File: src/rtl/axil_cmd_master.sv
// AXI4-Lite command master: takes one decoded read/write command from the JTAG
// command decoder, runs a single AXI4-Lite transaction and returns the result.
// Optional build macro AXIL_CMD_MASTER_TIMEOUT_EN adds a per-phase watchdog
// that aborts a stalled transaction with rsp_resp=2'b10 and rsp_timeout=1.
module axil_cmd_master #(
  parameter int unsigned AXI_ADDR_WIDTH = 32,
  parameter int unsigned AXI_DATA_WIDTH = 32,
  parameter int unsigned TIMEOUT_CYCLES = 1024
) (
  input  logic                          m_axi_aclk,
  input  logic                          m_axi_areset,
  // command channel
  input  logic                          cmd_valid,
  output logic                          cmd_ready,
  input  logic                          cmd_write,
  input  logic [AXI_ADDR_WIDTH-1:0]     cmd_addr,
  input  logic [AXI_DATA_WIDTH-1:0]     cmd_wdata,
  input  logic [AXI_DATA_WIDTH/8-1:0]   cmd_wstrb,
  // response channel
  output logic                          rsp_valid,
  input  logic                          rsp_ready,
  output logic [AXI_DATA_WIDTH-1:0]     rsp_rdata,
  output logic [1:0]                    rsp_resp,
  output logic                          rsp_timeout,
  // AXI4-Lite write address
  output logic [AXI_ADDR_WIDTH-1:0]     m_axi_awaddr,
  output logic [2:0]                    m_axi_awprot,
  output logic                          m_axi_awvalid,
  input  logic                          m_axi_awready,
  // AXI4-Lite write data
  output logic [AXI_DATA_WIDTH-1:0]     m_axi_wdata,
  output logic [AXI_DATA_WIDTH/8-1:0]   m_axi_wstrb,
  output logic                          m_axi_wvalid,
  input  logic                          m_axi_wready,
  // AXI4-Lite write response
  input  logic [1:0]                    m_axi_bresp,
  input  logic                          m_axi_bvalid,
  output logic                          m_axi_bready,
  // AXI4-Lite read address
  output logic [AXI_ADDR_WIDTH-1:0]     m_axi_araddr,
  output logic [2:0]                    m_axi_arprot,
  output logic                          m_axi_arvalid,
  input  logic                          m_axi_arready,
  // AXI4-Lite read data
  input  logic [AXI_DATA_WIDTH-1:0]     m_axi_rdata,
  input  logic [1:0]                    m_axi_rresp,
  input  logic                          m_axi_rvalid,
  output logic                          m_axi_rready
);

  localparam int unsigned SW = AXI_DATA_WIDTH / 8;

  // Elaboration guard: the watchdog needs at least two cycles per phase.
  if (TIMEOUT_CYCLES < 2) begin : g_tmo_range
    $error("axil_cmd_master: TIMEOUT_CYCLES must be >= 2");
  end

  typedef enum logic [2:0] {
    ST_IDLE,
    ST_WR_REQ,
    ST_WR_RESP,
    ST_RD_REQ,
    ST_RD_DATA,
    ST_RSP
  } state_e;

  state_e                      state_q, state_d;
  logic                        cmd_ready_q, cmd_ready_d;
  logic [AXI_ADDR_WIDTH-1:0]   addr_q, addr_d;
  logic [AXI_DATA_WIDTH-1:0]   wdata_q, wdata_d;
  logic [SW-1:0]               wstrb_q, wstrb_d;
  logic                        awvalid_q, awvalid_d;
  logic                        wvalid_q, wvalid_d;
  logic                        bready_q, bready_d;
  logic                        arvalid_q, arvalid_d;
  logic                        rready_q, rready_d;
  logic                        rsp_valid_q, rsp_valid_d;
  logic [AXI_DATA_WIDTH-1:0]   rsp_rdata_q, rsp_rdata_d;
  logic [1:0]                  rsp_resp_q, rsp_resp_d;
  logic                        tmo_fire;

  // Next-state and registered-output logic for the single-transaction FSM.
  always_comb begin
    state_d     = state_q;
    cmd_ready_d = cmd_ready_q;
    addr_d      = addr_q;
    wdata_d     = wdata_q;
    wstrb_d     = wstrb_q;
    awvalid_d   = awvalid_q;
    wvalid_d    = wvalid_q;
    bready_d    = bready_q;
    arvalid_d   = arvalid_q;
    rready_d    = rready_q;
    rsp_valid_d = rsp_valid_q;
    rsp_rdata_d = rsp_rdata_q;
    rsp_resp_d  = rsp_resp_q;

    unique case (state_q)
      ST_IDLE: begin
        if (cmd_valid && cmd_ready_q) begin
          addr_d      = cmd_addr;
          wdata_d     = cmd_wdata;
          wstrb_d     = cmd_wstrb;
          cmd_ready_d = 1'b0;
          if (cmd_write) begin
            awvalid_d = 1'b1;
            wvalid_d  = 1'b1;
            state_d   = ST_WR_REQ;
          end else begin
            arvalid_d = 1'b1;
            state_d   = ST_RD_REQ;
          end
        end
      end

      ST_WR_REQ: begin
        // AW and W retire independently; each valid falls after its own handshake.
        if (m_axi_awready) awvalid_d = 1'b0;
        if (m_axi_wready)  wvalid_d  = 1'b0;
        if (!awvalid_d && !wvalid_d) begin
          bready_d = 1'b1;
          state_d  = ST_WR_RESP;
        end
      end

      ST_WR_RESP: begin
        if (m_axi_bvalid) begin
          bready_d    = 1'b0;
          rsp_valid_d = 1'b1;
          rsp_rdata_d = '0;
          rsp_resp_d  = m_axi_bresp;
          state_d     = ST_RSP;
        end
      end

      ST_RD_REQ: begin
        if (m_axi_arready) begin
          arvalid_d = 1'b0;
          rready_d  = 1'b1;
          state_d   = ST_RD_DATA;
        end
      end

      ST_RD_DATA: begin
        if (m_axi_rvalid) begin
          rready_d    = 1'b0;
          rsp_valid_d = 1'b1;
          rsp_rdata_d = m_axi_rdata;
          rsp_resp_d  = m_axi_rresp;
          state_d     = ST_RSP;
        end
      end

      ST_RSP: begin
        if (rsp_ready) begin
          rsp_valid_d = 1'b0;
          cmd_ready_d = 1'b1;
          state_d     = ST_IDLE;
        end
      end

      default: begin
        state_d = ST_IDLE;
      end
    endcase

    // Watchdog abort wins over the wait states; it only fires when no handshake is in flight.
    if (tmo_fire) begin
      awvalid_d   = 1'b0;
      wvalid_d    = 1'b0;
      bready_d    = 1'b0;
      arvalid_d   = 1'b0;
      rready_d    = 1'b0;
      rsp_valid_d = 1'b1;
      rsp_rdata_d = '0;
      rsp_resp_d  = 2'b10;
      state_d     = ST_RSP;
    end
  end

  // State and output registers with synchronous active-high reset.
  always_ff @(posedge m_axi_aclk) begin
    if (m_axi_areset) begin
      state_q     <= ST_IDLE;
      cmd_ready_q <= 1'b1;
      addr_q      <= '0;
      wdata_q     <= '0;
      wstrb_q     <= '0;
      awvalid_q   <= 1'b0;
      wvalid_q    <= 1'b0;
      bready_q    <= 1'b0;
      arvalid_q   <= 1'b0;
      rready_q    <= 1'b0;
      rsp_valid_q <= 1'b0;
      rsp_rdata_q <= '0;
      rsp_resp_q  <= '0;
    end else begin
      state_q     <= state_d;
      cmd_ready_q <= cmd_ready_d;
      addr_q      <= addr_d;
      wdata_q     <= wdata_d;
      wstrb_q     <= wstrb_d;
      awvalid_q   <= awvalid_d;
      wvalid_q    <= wvalid_d;
      bready_q    <= bready_d;
      arvalid_q   <= arvalid_d;
      rready_q    <= rready_d;
      rsp_valid_q <= rsp_valid_d;
      rsp_rdata_q <= rsp_rdata_d;
      rsp_resp_q  <= rsp_resp_d;
    end
  end

`ifdef AXIL_CMD_MASTER_TIMEOUT_EN
  localparam int unsigned TW = (TIMEOUT_CYCLES > 2) ? $clog2(TIMEOUT_CYCLES) : 1;

  logic [TW-1:0] wait_q, wait_d;
  logic          rsp_timeout_q, rsp_timeout_d;
  logic          busy, progress;

  // Per-phase wait counter: cleared outside the wait states and on every handshake.
  always_comb begin
    busy     = (state_q == ST_WR_REQ) || (state_q == ST_WR_RESP) ||
               (state_q == ST_RD_REQ) || (state_q == ST_RD_DATA);
    progress = (awvalid_q && m_axi_awready) || (wvalid_q && m_axi_wready) ||
               (bready_q  && m_axi_bvalid)  || (arvalid_q && m_axi_arready) ||
               (rready_q  && m_axi_rvalid);
    tmo_fire = busy && !progress && (wait_q == TW'(TIMEOUT_CYCLES - 1));
    wait_d   = (!busy || progress || tmo_fire) ? '0 : wait_q + 1'b1;
    rsp_timeout_d = rsp_timeout_q;
    if (tmo_fire) begin
      rsp_timeout_d = 1'b1;
    end else if (cmd_valid && cmd_ready_q) begin
      rsp_timeout_d = 1'b0;
    end
  end

  // Watchdog registers.
  always_ff @(posedge m_axi_aclk) begin
    if (m_axi_areset) begin
      wait_q        <= '0;
      rsp_timeout_q <= 1'b0;
    end else begin
      wait_q        <= wait_d;
      rsp_timeout_q <= rsp_timeout_d;
    end
  end

  assign rsp_timeout = rsp_timeout_q;
`else
  assign tmo_fire    = 1'b0;
  assign rsp_timeout = 1'b0;
`endif

  assign cmd_ready     = cmd_ready_q;
  assign rsp_valid     = rsp_valid_q;
  assign rsp_rdata     = rsp_rdata_q;
  assign rsp_resp      = rsp_resp_q;
  assign m_axi_awaddr  = addr_q;
  assign m_axi_awprot  = 3'b000;
  assign m_axi_awvalid = awvalid_q;
  assign m_axi_wdata   = wdata_q;
  assign m_axi_wstrb   = wstrb_q;
  assign m_axi_wvalid  = wvalid_q;
  assign m_axi_bready  = bready_q;
  assign m_axi_araddr  = addr_q;
  assign m_axi_arprot  = 3'b000;
  assign m_axi_arvalid = arvalid_q;
  assign m_axi_rready  = rready_q;

endmodule
File: config.mk
export PLATFORM = sky130hd
export DESIGN_NAME = axil_cmd_master
export DESIGN_NICKNAME = d
export VERILOG_FILES = /design/src/rtl/axil_cmd_master.sv
export SDC_FILE = /design/constraint.sdc
export NUM_CORES = 1
export LEC_CHECK = 0
export BUFFER_PORTS_ARGS = -buffer_cell sky130_fd_sc_hd__buf_2
export CAP_MARGIN = 20
export CORE_MARGIN = 8
export CORE_UTILIZATION = 35
export CTS_BUF_LIST = sky130_fd_sc_hd__clkbuf_16
export DETAILED_ROUTE_END_ITERATION = 6
export PLACE_DENSITY_LB_ADDON = 0.05
export SETUP_SLACK_MARGIN = 0.15
export SYNTH_ARGS = -nofsm -noshare
export SYNTH_HDL_FRONTEND = slang
export SYNTH_SLANG_ARGS = --single-unit
File: constraint.sdc
create_clock -name m_axi_aclk -period 2.1 [get_ports m_axi_aclk]
set_clock_uncertainty 0.05 [all_clocks]
set_input_delay 0.42 -clock m_axi_aclk [delete_from_list [all_inputs] [get_ports m_axi_aclk]]
set_output_delay 0.42 -clock m_axi_aclk [all_outputs]
set_load 0.01 [all_outputs]
==> impl_metrics.toml <==
[cts]
cts_buffers = 9
post_cts_resized = 0
htreeDepth = 3
tritoncts = "yes"
postCtsSetupBuffers = 0
root_buffer = "clkbuf_16"
numClockSinks = 112
clk_pin_slew_worst_paths_ns = 0.07
clock_latency_ns = 0.34
hold_buffers = 0
max-clock-path-buffers = 2

[finish]
n_fill_cell = 1336
fin_util_pct = 47.0
regArea_um2 = 2240
multi_input_area_um2 = 1720
finalNonFillerCells = 938
area_growth_pct = 32.6
final_common_cell = "buf_2"
postLayoutCellArea_um2 = 5880
nets = 877
layout-drive-gt1-share_pct = 37.0
final_cell_mix = "buf_2 (253), nand2_1 (175), dfxtp_1 (112)"

[sta]
report.final.hold_viol_count = 0
slew_viol_final = 0
holdWs_ns = 0.259
clock.fmax_ghz = 0.559
slew_headroom_pct = 61.3
finalCritPeriodShare_pct = 85.1
tns_ns = 0
setup-violations-final = 0
period_minus_slack_ns = 1.79
rsz0062_at_grt = "no"
worst_pin_slew_ns = 0.578

[power]
power_frac_clock_pct = 22.4
switching_share_pct = 36.8
ir_worst_vdd_mv = 0.578
power.density_nw_per_um2 = 1130
power.switching_mw = 2.44
leakage_nw = 2.75
p_int_mw = 4.19
combPwrFrac_pct = 36.5
pwr-share-seq_pct = 41.1

[synth]
synth_adder_area_share_pct = 0
syn_inst = 557
synth_edf_count = 0
yosys-mux-area-fraction_pct = 0.677
ys_ff_latch = 112
syn_area_um2 = 4430
syn_area_per_cell_um2 = 7.96
ys_types = 33
synthSimpleGateAreaFrac_pct = 22.0
synth_ff_type = "dfxtp_1"
async_reset_ff_share_pct = 0
synth_compound_area_share_pct = 15.4
synth_top_family_by_area = "simple AND/OR/NAND/NOR gates"
yosysWarnings = 0
ys_seq_area_share_pct = 50.6
synth-xor-area-share_pct = 0

[detailed_routing]
firstDrtPassIters = 6
ant_nets = 0
viasPerCell = 4.69
drt-initial-drc-count = 236
wl_per_cell_um = 15.0
drc = 0
vias = 4397
wl_mm = 14.1

[setup_path]
cp.depth = 4
crit_path_start_kind = "flip-flop"
crit_fanout = 41
crit_required_ns = 2.26
path_cells = "or4_2, buf_4, nand2_1, a21oi_1"
r2r_setup_slack_ns = 0.31
reg2reg_to = "m_axi_wstrb[1]"
r2r-start = "state_q[1]"
r2r_cells = 4
cpPeakStageDelay_ns = 0.68
criticalPathCategory = "reg -> reg"
startpoint = "state_q[1]"
crit_family = "simple AND/OR/NAND/NOR gates"
crit_buf_inv = 1
critPathArrivalTime_ns = 1.95
endpoint = "m_axi_wstrb[1]"
cp_slowest_cell = "or4_2"
worstSetupEndpointType = "flip-flop"

[grt]
grt_max_degree = 63
grt.overflow.total = 0
first_global_vias = 4304
antenna_found_initial = 2
track_usage_pct = 16.2
grt_pass1_wl_mm = 21.5

[min_path]
min_path_cells = 3
hold_class = "in -> reg"

[place]
placed_area_um2 = 5630
globalplace.congestion = 0.782
detailed_place_hpwl_mm = 10.5
port_buffers = 254
place_inst = 924

[floorplan]
die_y_um = 129
die_area_um2 = 16500
std_cell_rows = 41
io_pins = 262
core_um2 = 12500
start_util_pct = 35.4
die_x_um = 129

[outcome]
outcome = "finished clean"

[job]
drv_cap = 0
[state kept, by name (all words and copies together), names as in the netlist]
signal         flops
m_axi_wstrb        4
state_q            3
m_axi_rready       1
m_axi_awvalid      1
m_axi_bready       1
m_axi_arvalid      1
rsp_resp           2
rsp_rdata         32
m_axi_araddr      32
m_axi_wvalid       1
cmd_ready          1
m_axi_wdata       32
rsp_valid          1
[power groups by stage]
stage | Sequential (mW) | Clock [mW] | Combinational [mW]
floorplan | 2.90 | 0 | 1.51
global placement | 2.76 | 0 | 2.45
detailed placement | 2.78 | 0 | 2.47
CTS | 2.73 | 1.58 | 2.48
global route | 2.78 | 1.63 | 2.71
finish | 2.72 | 1.48 | 2.42
[synthesized netlist by cell type (3+ instances only)]
cell type / count / area share (%)
clkbuf_1: 22 / 1.9
mux2i_1: 3 / 0.68
nand3b_1: 3 / 0.51
nor3_1: 3 / 0.34
buf_2: 15 / 1.7
o21ai_0: 8 / 0.90
inv_1: 5 / 0.42
buf_4: 40 / 6.8
a211oi_1: 3 / 0.51
a21oi_1: 108 / 12
nand2_1: 175 / 15
nand3_1: 34 / 3.8
nor2_1: 4 / 0.34
dfxtp_1: 112 / 51
[metrics by stage]
step           setup slack (ns)  power, mW
3_3_place_gp              0.228       5.21
4_1_cts                   0.317       6.78
5_1_grt                   0.191       7.12
6_report                  0.313       6.63
3_5_place_dp              0.190       5.25
2_1_floorplan             0.474       4.41
[tightest hold or removal path, stage by stage]
cell     delay [ns]
buf_2          0.09
nand2_1        0.04
a21oi_1        0.05
[routing by layer]
metal | GRT usage (%) | routed length, um | up-vias | share of wire (%)
met1 | 18.4 | 5770 | 1998 | 41
met4 | 7.19 | 308 | 2 | 2.2
met2 | 26.9 | 6590 | 177 | 47
met3 | 5.88 | 1390 | 20 | 9.9
met5 | 0 | 13 | - | 0.092
li1 | - | - | 2200 | -
[cells by family (layout without fill, tap and decap cells)]
family          after synthesis  after routing
simple gates                229            229
compound gates              128            128
flops                       112            112
buf+inv                      84            286
mux                           3              3
other cells                   1              8
[cell type report]
type                            count  share of cell area (%)
Timing Repair Buffer              268                    24.5
Multi-Input combinational cell    367                    29.2
Clock buffer                        9                    3.83
Antenna cell                        1                  0.0426
Clock inverter                      4                   0.298
Sequential cell                   112                    38.1
Inverter                            5                   0.319
Tap cell                          172                    3.66
[how the worst min path moves through the flow]
| stage | from | to | slack (ns) |
|---|---|---|---|
| 2_1_floorplan | rsp_rdata[0] | rsp_rdata[0] | 0.43 |
| 3_3_place_gp | rsp_rdata[9] | rsp_rdata[9] | 0.38 |
| 3_5_place_dp | rsp_rdata[13] | rsp_rdata[13] | 0.39 |
| 4_1_cts | cmd_wdata[8] | m_axi_wdata[8] | 0.24 |
| 5_1_grt | cmd_wstrb[0] | m_axi_wstrb[0] | 0.25 |
| 6_report | cmd_wdata[8] | m_axi_wdata[8] | 0.26 |
Power figures use the tool's default switching activity.
